**config.mk**
```make
export PLATFORM = sky130hd
export DESIGN_NAME = mem_access_unit
export DESIGN_NICKNAME = d
export VERILOG_FILES = /design/src/rtl/mem_access_unit.sv
export SDC_FILE = /design/constraint.sdc
export NUM_CORES = 1
export LEC_CHECK = 0
export CAP_MARGIN = 20
export CORE_UTILIZATION = 46
export DETAILED_ROUTE_END_ITERATION = 10
export PLACE_DENSITY = 0.86
export SYNTH_ARGS = -nofsm -noshare
export SYNTH_HDL_FRONTEND = slang
export SYNTH_SLANG_ARGS = --single-unit
```
**constraint.sdc**
```tcl
create_clock -name CLK -period 5.3 [get_ports CLK]
set_input_delay 0.795 -clock CLK [delete_from_list [all_inputs] [get_ports CLK]]
set_output_delay 0.795 -clock CLK [all_outputs]
set_load 0.005 [all_outputs]
```
**src/rtl/mem_access_unit.sv**
```systemverilog
// mem_access_unit: MEM-stage load/store unit bridging the pipeline to a data memory with busywait handshake.
// Optional feature MEM_TIMEOUT_EN: abort an access whose DMEM_BUSYWAIT stays high for TIMEOUT_CYCLES ACCESS cycles.
module mem_access_unit #(
   parameter int unsigned TIMEOUT_CYCLES = 255
) (
   input  logic        CLK,
   input  logic        RESET,
   input  logic        MEM_READ_EN_MEM,
   input  logic        MEM_WRITE_EN_MEM,
   input  logic [2:0]  FUNCT3_MEM,
   input  logic [31:0] ALU_RES_MEM,
   input  logic [31:0] STORE_DATA_MEM,
   output logic        DMEM_READ,
   output logic        DMEM_WRITE,
   output logic [31:0] DMEM_ADDR,
   output logic [31:0] DMEM_WRITEDATA,
   output logic [3:0]  DMEM_BYTE_EN,
   input  logic [31:0] DMEM_READDATA,
   input  logic        DMEM_BUSYWAIT,
   output logic        MEM_BUSYWAIT,
   output logic [31:0] MEM_READ_MEM,
   output logic        MEM_FAULT
);
   typedef enum logic [1:0] {IDLE, ACCESS, DONE} state_t;
   state_t      state;
   logic [2:0]  funct3_q;
   logic [1:0]  off_q;
   logic        abort_q;
   logic        legal, aligned, req_ok, req_bad;
   logic [31:0] st_data, load_val;
   logic [3:0]  st_be;
   logic [15:0] lane;
`ifdef MEM_TIMEOUT_EN
   localparam logic [7:0] TO_LIM = 8'(TIMEOUT_CYCLES);
   logic [7:0]  to_cnt;
`endif
   // request legality, alignment, store lane placement and load extraction
   always_comb begin
      legal    = (FUNCT3_MEM[1:0] != 2'b11) && (!FUNCT3_MEM[2] || (MEM_READ_EN_MEM && FUNCT3_MEM[1:0] != 2'b10));
      aligned  = FUNCT3_MEM[0] ? !ALU_RES_MEM[0] : FUNCT3_MEM[1] ? (ALU_RES_MEM[1:0] == 2'b00) : 1'b1;
      req_ok   = (state == IDLE) && (MEM_READ_EN_MEM ^ MEM_WRITE_EN_MEM) && legal && aligned;
      req_bad  = (state == IDLE) && (MEM_READ_EN_MEM | MEM_WRITE_EN_MEM) && !req_ok;
      st_data  = FUNCT3_MEM[1] ? STORE_DATA_MEM : FUNCT3_MEM[0] ? {2{STORE_DATA_MEM[15:0]}} : {4{STORE_DATA_MEM[7:0]}};
      st_be    = (MEM_READ_EN_MEM || FUNCT3_MEM[1]) ? 4'b1111 : FUNCT3_MEM[0] ? (4'b0011 << ALU_RES_MEM[1:0]) : (4'b0001 << ALU_RES_MEM[1:0]);
      lane     = 16'(DMEM_READDATA >> {off_q, 3'b000});
      load_val = funct3_q[1] ? DMEM_READDATA :
                 funct3_q[0] ? {{16{!funct3_q[2] & lane[15]}}, lane} :
                               {{24{!funct3_q[2] & lane[7]}}, lane[7:0]};
   end

   assign MEM_BUSYWAIT = RESET && ((state == ACCESS) || req_ok);
   assign MEM_FAULT    = RESET && (req_bad || ((state == DONE) && abort_q));

   // access sequencer: latch request in IDLE, hold strobes through ACCESS, present result in DONE
   always_ff @(posedge CLK or negedge RESET) begin
      if (!RESET) begin
         state          <= IDLE;
         DMEM_READ      <= 1'b0;
         DMEM_WRITE     <= 1'b0;
         DMEM_ADDR      <= '0;
         DMEM_WRITEDATA <= '0;
         DMEM_BYTE_EN   <= '0;
         MEM_READ_MEM   <= '0;
         funct3_q       <= '0;
         off_q          <= '0;
         abort_q        <= 1'b0;
`ifdef MEM_TIMEOUT_EN
         to_cnt         <= '0;
`endif
      end else begin
         case (state)
            IDLE: if (req_ok) begin
               state          <= ACCESS;
               DMEM_READ      <= MEM_READ_EN_MEM;
               DMEM_WRITE     <= MEM_WRITE_EN_MEM;
               DMEM_ADDR      <= {ALU_RES_MEM[31:2], 2'b00};
               DMEM_WRITEDATA <= st_data;
               DMEM_BYTE_EN   <= st_be;
               funct3_q       <= FUNCT3_MEM;
               off_q          <= ALU_RES_MEM[1:0];
               abort_q        <= 1'b0;
`ifdef MEM_TIMEOUT_EN
               to_cnt         <= '0;
`endif
            end
            ACCESS: begin
`ifdef MEM_TIMEOUT_EN
               to_cnt <= to_cnt + 8'd1;
`endif
               if (!DMEM_BUSYWAIT) begin
                  state        <= DONE;
                  DMEM_READ    <= 1'b0;
                  DMEM_WRITE   <= 1'b0;
                  MEM_READ_MEM <= DMEM_READ ? load_val : '0;
               end
`ifdef MEM_TIMEOUT_EN
               else if (to_cnt + 8'd1 == TO_LIM) begin
                  state      <= DONE;
                  DMEM_READ  <= 1'b0;
                  DMEM_WRITE <= 1'b0;
                  abort_q    <= 1'b1;
               end
`endif
            end
            DONE: begin
               state        <= IDLE;
               MEM_READ_MEM <= '0;
               abort_q      <= 1'b0;
            end
            default: state <= IDLE;
         endcase
      end
   end
endmodule
```
Yosys cells after proc, flatten, opt, wreduce, memory -nomap -nowiden
Cells that the tools add are included.
{ "op_classes": {"n_eq_ne": 6, "n_shift": 3, "n_mux": 21, "n_bitwise": 4, "reduce_logical": 28} }
{ "op_table": {"columns": ["op", "n"], "rows": [
  ["32-bit 2-to-1 mux", 6],
  ["32-bit case mux with 2 select lines", 1],
  ["32-bit by 5-bit right shift with 16-bit output", 1],
  ["1-bit logical AND", 10],
  ["4-bit 2-to-1 mux", 2],
  ["2-bit inequality test, second input constant", 4],
  ["2-bit AND reduction", 4],
  ["1-bit 2-to-1 mux", 6],
  ["1-bit case mux with 2 select lines", 3],
  ["2-bit nonzero test", 3],
  ["1-bit logical NOT", 4],
  ["2-bit logical NOT", 2],
  ["1-bit logical OR", 4],
  ["2-bit 2-to-1 mux", 2],
  ["2-bit case mux with 2 select lines", 1],
  ["1-bit by 2-bit << shifter with 4-bit output, first input constant", 1],
  ["2-bit by 2-bit << shifter with 4-bit output, first input constant", 1],
  ["3-bit AND reduction", 1],
  ["1-bit bitwise AND", 2],
  ["2-bit by 1-bit equality test with 1-bit output, second input constant", 1],
  ["2-bit equality test, second input constant", 1],
  ["1-bit OR", 1],
  ["1-bit bitwise XOR", 1]
]} }
{ "totals": {"register_bits": 108, "output_inout_bits": 104} }

Logic depth before layout (Yosys ltp)
{ "logic_depth": {"word_depth": 10, "mapped_depth": 8, "depth_no_buf": 6} }

Worst setup path before layout
Ideal clock, no wire load.
{ "synth_timing": {"kind": "input to output", "start": "input port MEM_READ_EN_MEM", "end": "output port MEM_BUSYWAIT", "arrival_time_ps": 2050, "required_ps": 4505, "slack_ps": 2455, "path_stages": 7, "cell_sequence": "inv_1 -> ha_1 -> nor3b_1 -> nand4_1 -> buf_4 -> clkbuf_1 -> a21boi_0"} }
{ "synth_via": {"elab_chain_cells": 7} }
{ "synth_rtl": {"columns": ["element", "line_no", "rtl"], "rows": [
  ["start: declaration", "8", "input logic MEM_READ_EN_MEM,"],
  ["1-bit logical AND", "39", "legal = (FUNCT3_MEM[1:0] != 2'b11) && (!FUNCT3_MEM[2] || (MEM_READ_EN_MEM && FUNCT3_MEM[1:0] != 2'b10));"],
  ["1-bit logical OR", "39", null],
  ["1-bit logical AND", "39", null],
  ["1-bit logical AND * (2 in a row)", "41", "req_ok = (state == IDLE) && (MEM_READ_EN_MEM ^ MEM_WRITE_EN_MEM) && legal && aligned;"],
  ["1-bit logical OR *", "51", "assign MEM_BUSYWAIT = RESET && ((state == ACCESS) || req_ok);"],
  ["1-bit logical AND *", "51", null],
  ["end: declaration", "20", "output logic MEM_BUSYWAIT,"]
]} }
Every way passes the cells marked *; elsewhere a longest branch is shown, timed or not.

Worst setup path in the final report
Same ends and word-level chain as after synthesis.

==> results.json <==
{
  "fin_util": 0.6994,
  "grt_max_degree": 82,
  "synth.distinct_cells": 47,
  "synthArstFlopShare": 1.000,
  "fin_crit_sh": 0.7303,
  "antenna_found_initial": 0,
  "synthToLayoutAreaGrowth_pct": 47.02,
  "setup_tns_ps": 0,
  "clockRootBuffer": "clkbuf_8",
  "path_class": "in -> out",
  "crit_fanout": 28,
  "grt_pass1_wl_um": 22250,
  "fillers": 773,
  "io_pins": 208,
  "rr_worst_depth": 4,
  "path_common_cell": "clkdlybuf4s50_1",
  "via_per_inst": 5.537,
  "cp_slowest_cell": "clkdlybuf4s50_1",
  "placed_area_sq_um": 7025,
  "cts_sinks": 107,
  "fmax_ghz": 0.2584,
  "initial_utilization": 0.4757,
  "relSlewSlack": 0.4305,
  "final_common_cell": "clkdlybuf4s50_1",
  "core_sq_um": 10370,
  "outcome": "finished, final reports clean",
  "drt_wl_total_um": 13630,
  "cts_tree": "yes",
  "gr-total-overflow": 0,
  "leakage_uw": 0.003176,
  "dr.pass1.iters": 4,
  "powerDensity_nw_per_um2": 404.7,
  "rsz0062_at_grt": "no",
  "htreeDepth": 3,
  "worst_slack_ps": 1429,
  "port_buffers": 205,
  "grt_pass1_vias": 4472,
  "netlist_instances": 425,
  "setup_viol": 0,
  "min_path_type": "in -> async",
  "place.gp.congestion": 0.8636,
  "nNetsFinal": 722,
  "synth_ff_type": "dfrtp_1",
  "post_cts_resized": 0,
  "syn_area_per_cell_sq_um": 11.61,
  "drive_gt1_frac": 0.1177,
  "synth_edf_count": 0,
  "cp.required_ps": 4510,
  "path_cells": "clkdlybuf4s50_1 > inv_1 > ha_1 > nor3b_1 > nand4_1 > buf_4 > a21boi_0 > clkdlybuf4s50_1",
  "end_kind": "output pin",
  "regArea_sq_um": 2678,
  "r2r_start": "off_q[1]$_DFFE_PN0P_",
  "vias": 4186,
  "fp.dieH_um": 105.6,
  "die_area_sq_um": 11140,
  "yosys_warnings": 0,
  "slew_violations": 0,
  "clock_latency_ps": 360,
  "holdBufCountCts": 0,
  "reg2reg_slack_ps": 2940,
  "crit_arrival_ps": 3080,
  "ys_seq_elements": 107,
  "irDropWorstVdd_v": 0.0002023,
  "multiInputGateArea_sq_um": 2049,
  "drc": 0,
  "clockBufferDepth": 2,
  "cts_made_buffers": 9,
  "antenna_left": 0,
  "fin_area_sq_um": 7253,
  "max_stage_delay_ps": 520,
  "first_iter_violations": 146,
  "startpoint_type": "primary input",
  "wl_per_cell_um": 18.03,
  "num_rows": 37,
  "min_period_ps": 3871,
  "clk_pin_slew_ps": 90,
  "place_hpwl_um": 9967,
  "startpoint": "MEM_READ_EN_MEM",
  "diodes": 0,
  "cap_violations": 0,
  "finalHoldViolCount": 0,
  "place_ws_ps": 1415,
  "hold_ws_ps": 342.5,
  "final_cell_mix": "clkdlybuf4s50_1, dfrtp_1, mux2_2",
  "worstMarginPinSlew_ps": 854.3,
  "grtUsageTotal": 0.2537,
  "syn_area_sq_um": 4933,
  "finalClockSkew_ps": 6.829,
  "yosysSeqAreaShare": 0.5427,
  "die_width_um": 105.6,
  "cts_setup_buffers": 0
}
state kept, by name, indices dropped and copies added (netlist names):
signal,count
MEM_READ_MEM,32
off_q,2
DMEM_WRITEDATA,32
DMEM_ADDR,30
state,2
DMEM_READ,1
DMEM_WRITE,1
funct3_q,3
DMEM_BYTE_EN,4
final timing paths:
kind / to
setup / recovery: MEM_BUSYWAIT
min in group CLK: MEM_READ_MEM[2]$_DFFE_PN0P_
hold / removal: DMEM_BYTE_EN[2]$_DFFE_PN0P_
setup reg to reg: MEM_READ_MEM[22]$_DFFE_PN0P_
max in group asynchronous: MEM_READ_MEM[13]$_DFFE_PN0P_
hold reg to reg: MEM_READ_MEM[2]$_DFFE_PN0P_
synthesized netlist by cell type (2+ instances only):
cell type	n	area [sq um]
dfrtp_1	107	2678
mux2_2	46	518.0
nand2_1	37	138.9
nor2_1	36	135.1
mux2i_1	26	260.3
o21ai_0	23	115.1
a211o_1	16	140.1
a221o_1	16	160.2
buf_2	12	60.06
clkbuf_1	12	45.04
a21oi_1	9	45.04
a22oi_1	9	67.56
o211ai_1	8	60.06
inv_1	7	26.28
nor2b_1	7	43.79
a221oi_1	5	43.79
a22o_1	5	43.79
buf_4	5	37.54
nand3_1	4	20.02
buf_6	3	33.78
nand2b_1	3	18.77
and2_1	2	12.51
nand3b_1	2	15.01
nor3b_1	2	15.01
kinds of logic (layout without fill, tap and decap cells):
family          count (synthesis)  count (layout)  share of synthesized area
fa+ha+maj                       1               1                   0.002536
mux                            72              72                     0.1577
buf+inv                        41             235                    0.04261
other cells                     1               2                  0.0007601
compound gates                102             102                     0.1577
flops                         107             107                     0.5427
simple gates                  101             101                    0.09586
power by group:
| part | total [uW] | switching, uW | internal (uW) |
|---|---|---|---|
| sequential | 1270 | 196 | 1080 |
| combinational | 1150 | 405 | 745 |
| clock | 513 | 262 | 252 |
layout make-up:
cell class,instances,area share
sequential,107,0.3692
timing repair buffer,212,0.2926
multi-input combinational,278,0.2826
tap,136,0.02346
clock buffer,12,0.02277
clock inverter,2,0.004830
inverter,9,0.004658
metrics by stage:
stage / total power, uW / instances
floorplan: 1708 / 426
global placement: 2388 / 741
detailed placement: 2435 / 741
CTS: 2953 / 755
global route: 3097 / 756
finish: 2935 / 756
metal layers:
metal,vias up,GRT usage,part of all wire
li1,1915,-,-
met4,0,0.1171,0.032
met2,194,0.4201,0.48
met1,2045,0.3078,0.40
met5,-,0,0
met3,32,0.07050,0.088
worst max-delay path, delay by kind of cell:
kind / cells / cell delay [ps]
adder cells (fa/ha/maj): 1 / 270
buffers and inverters: 4 / 1370
AND/OR/NAND/NOR: 2 / 450
AO/OA/AOI/OAI: 1 / 180
Power figures use the tool's default switching activity.
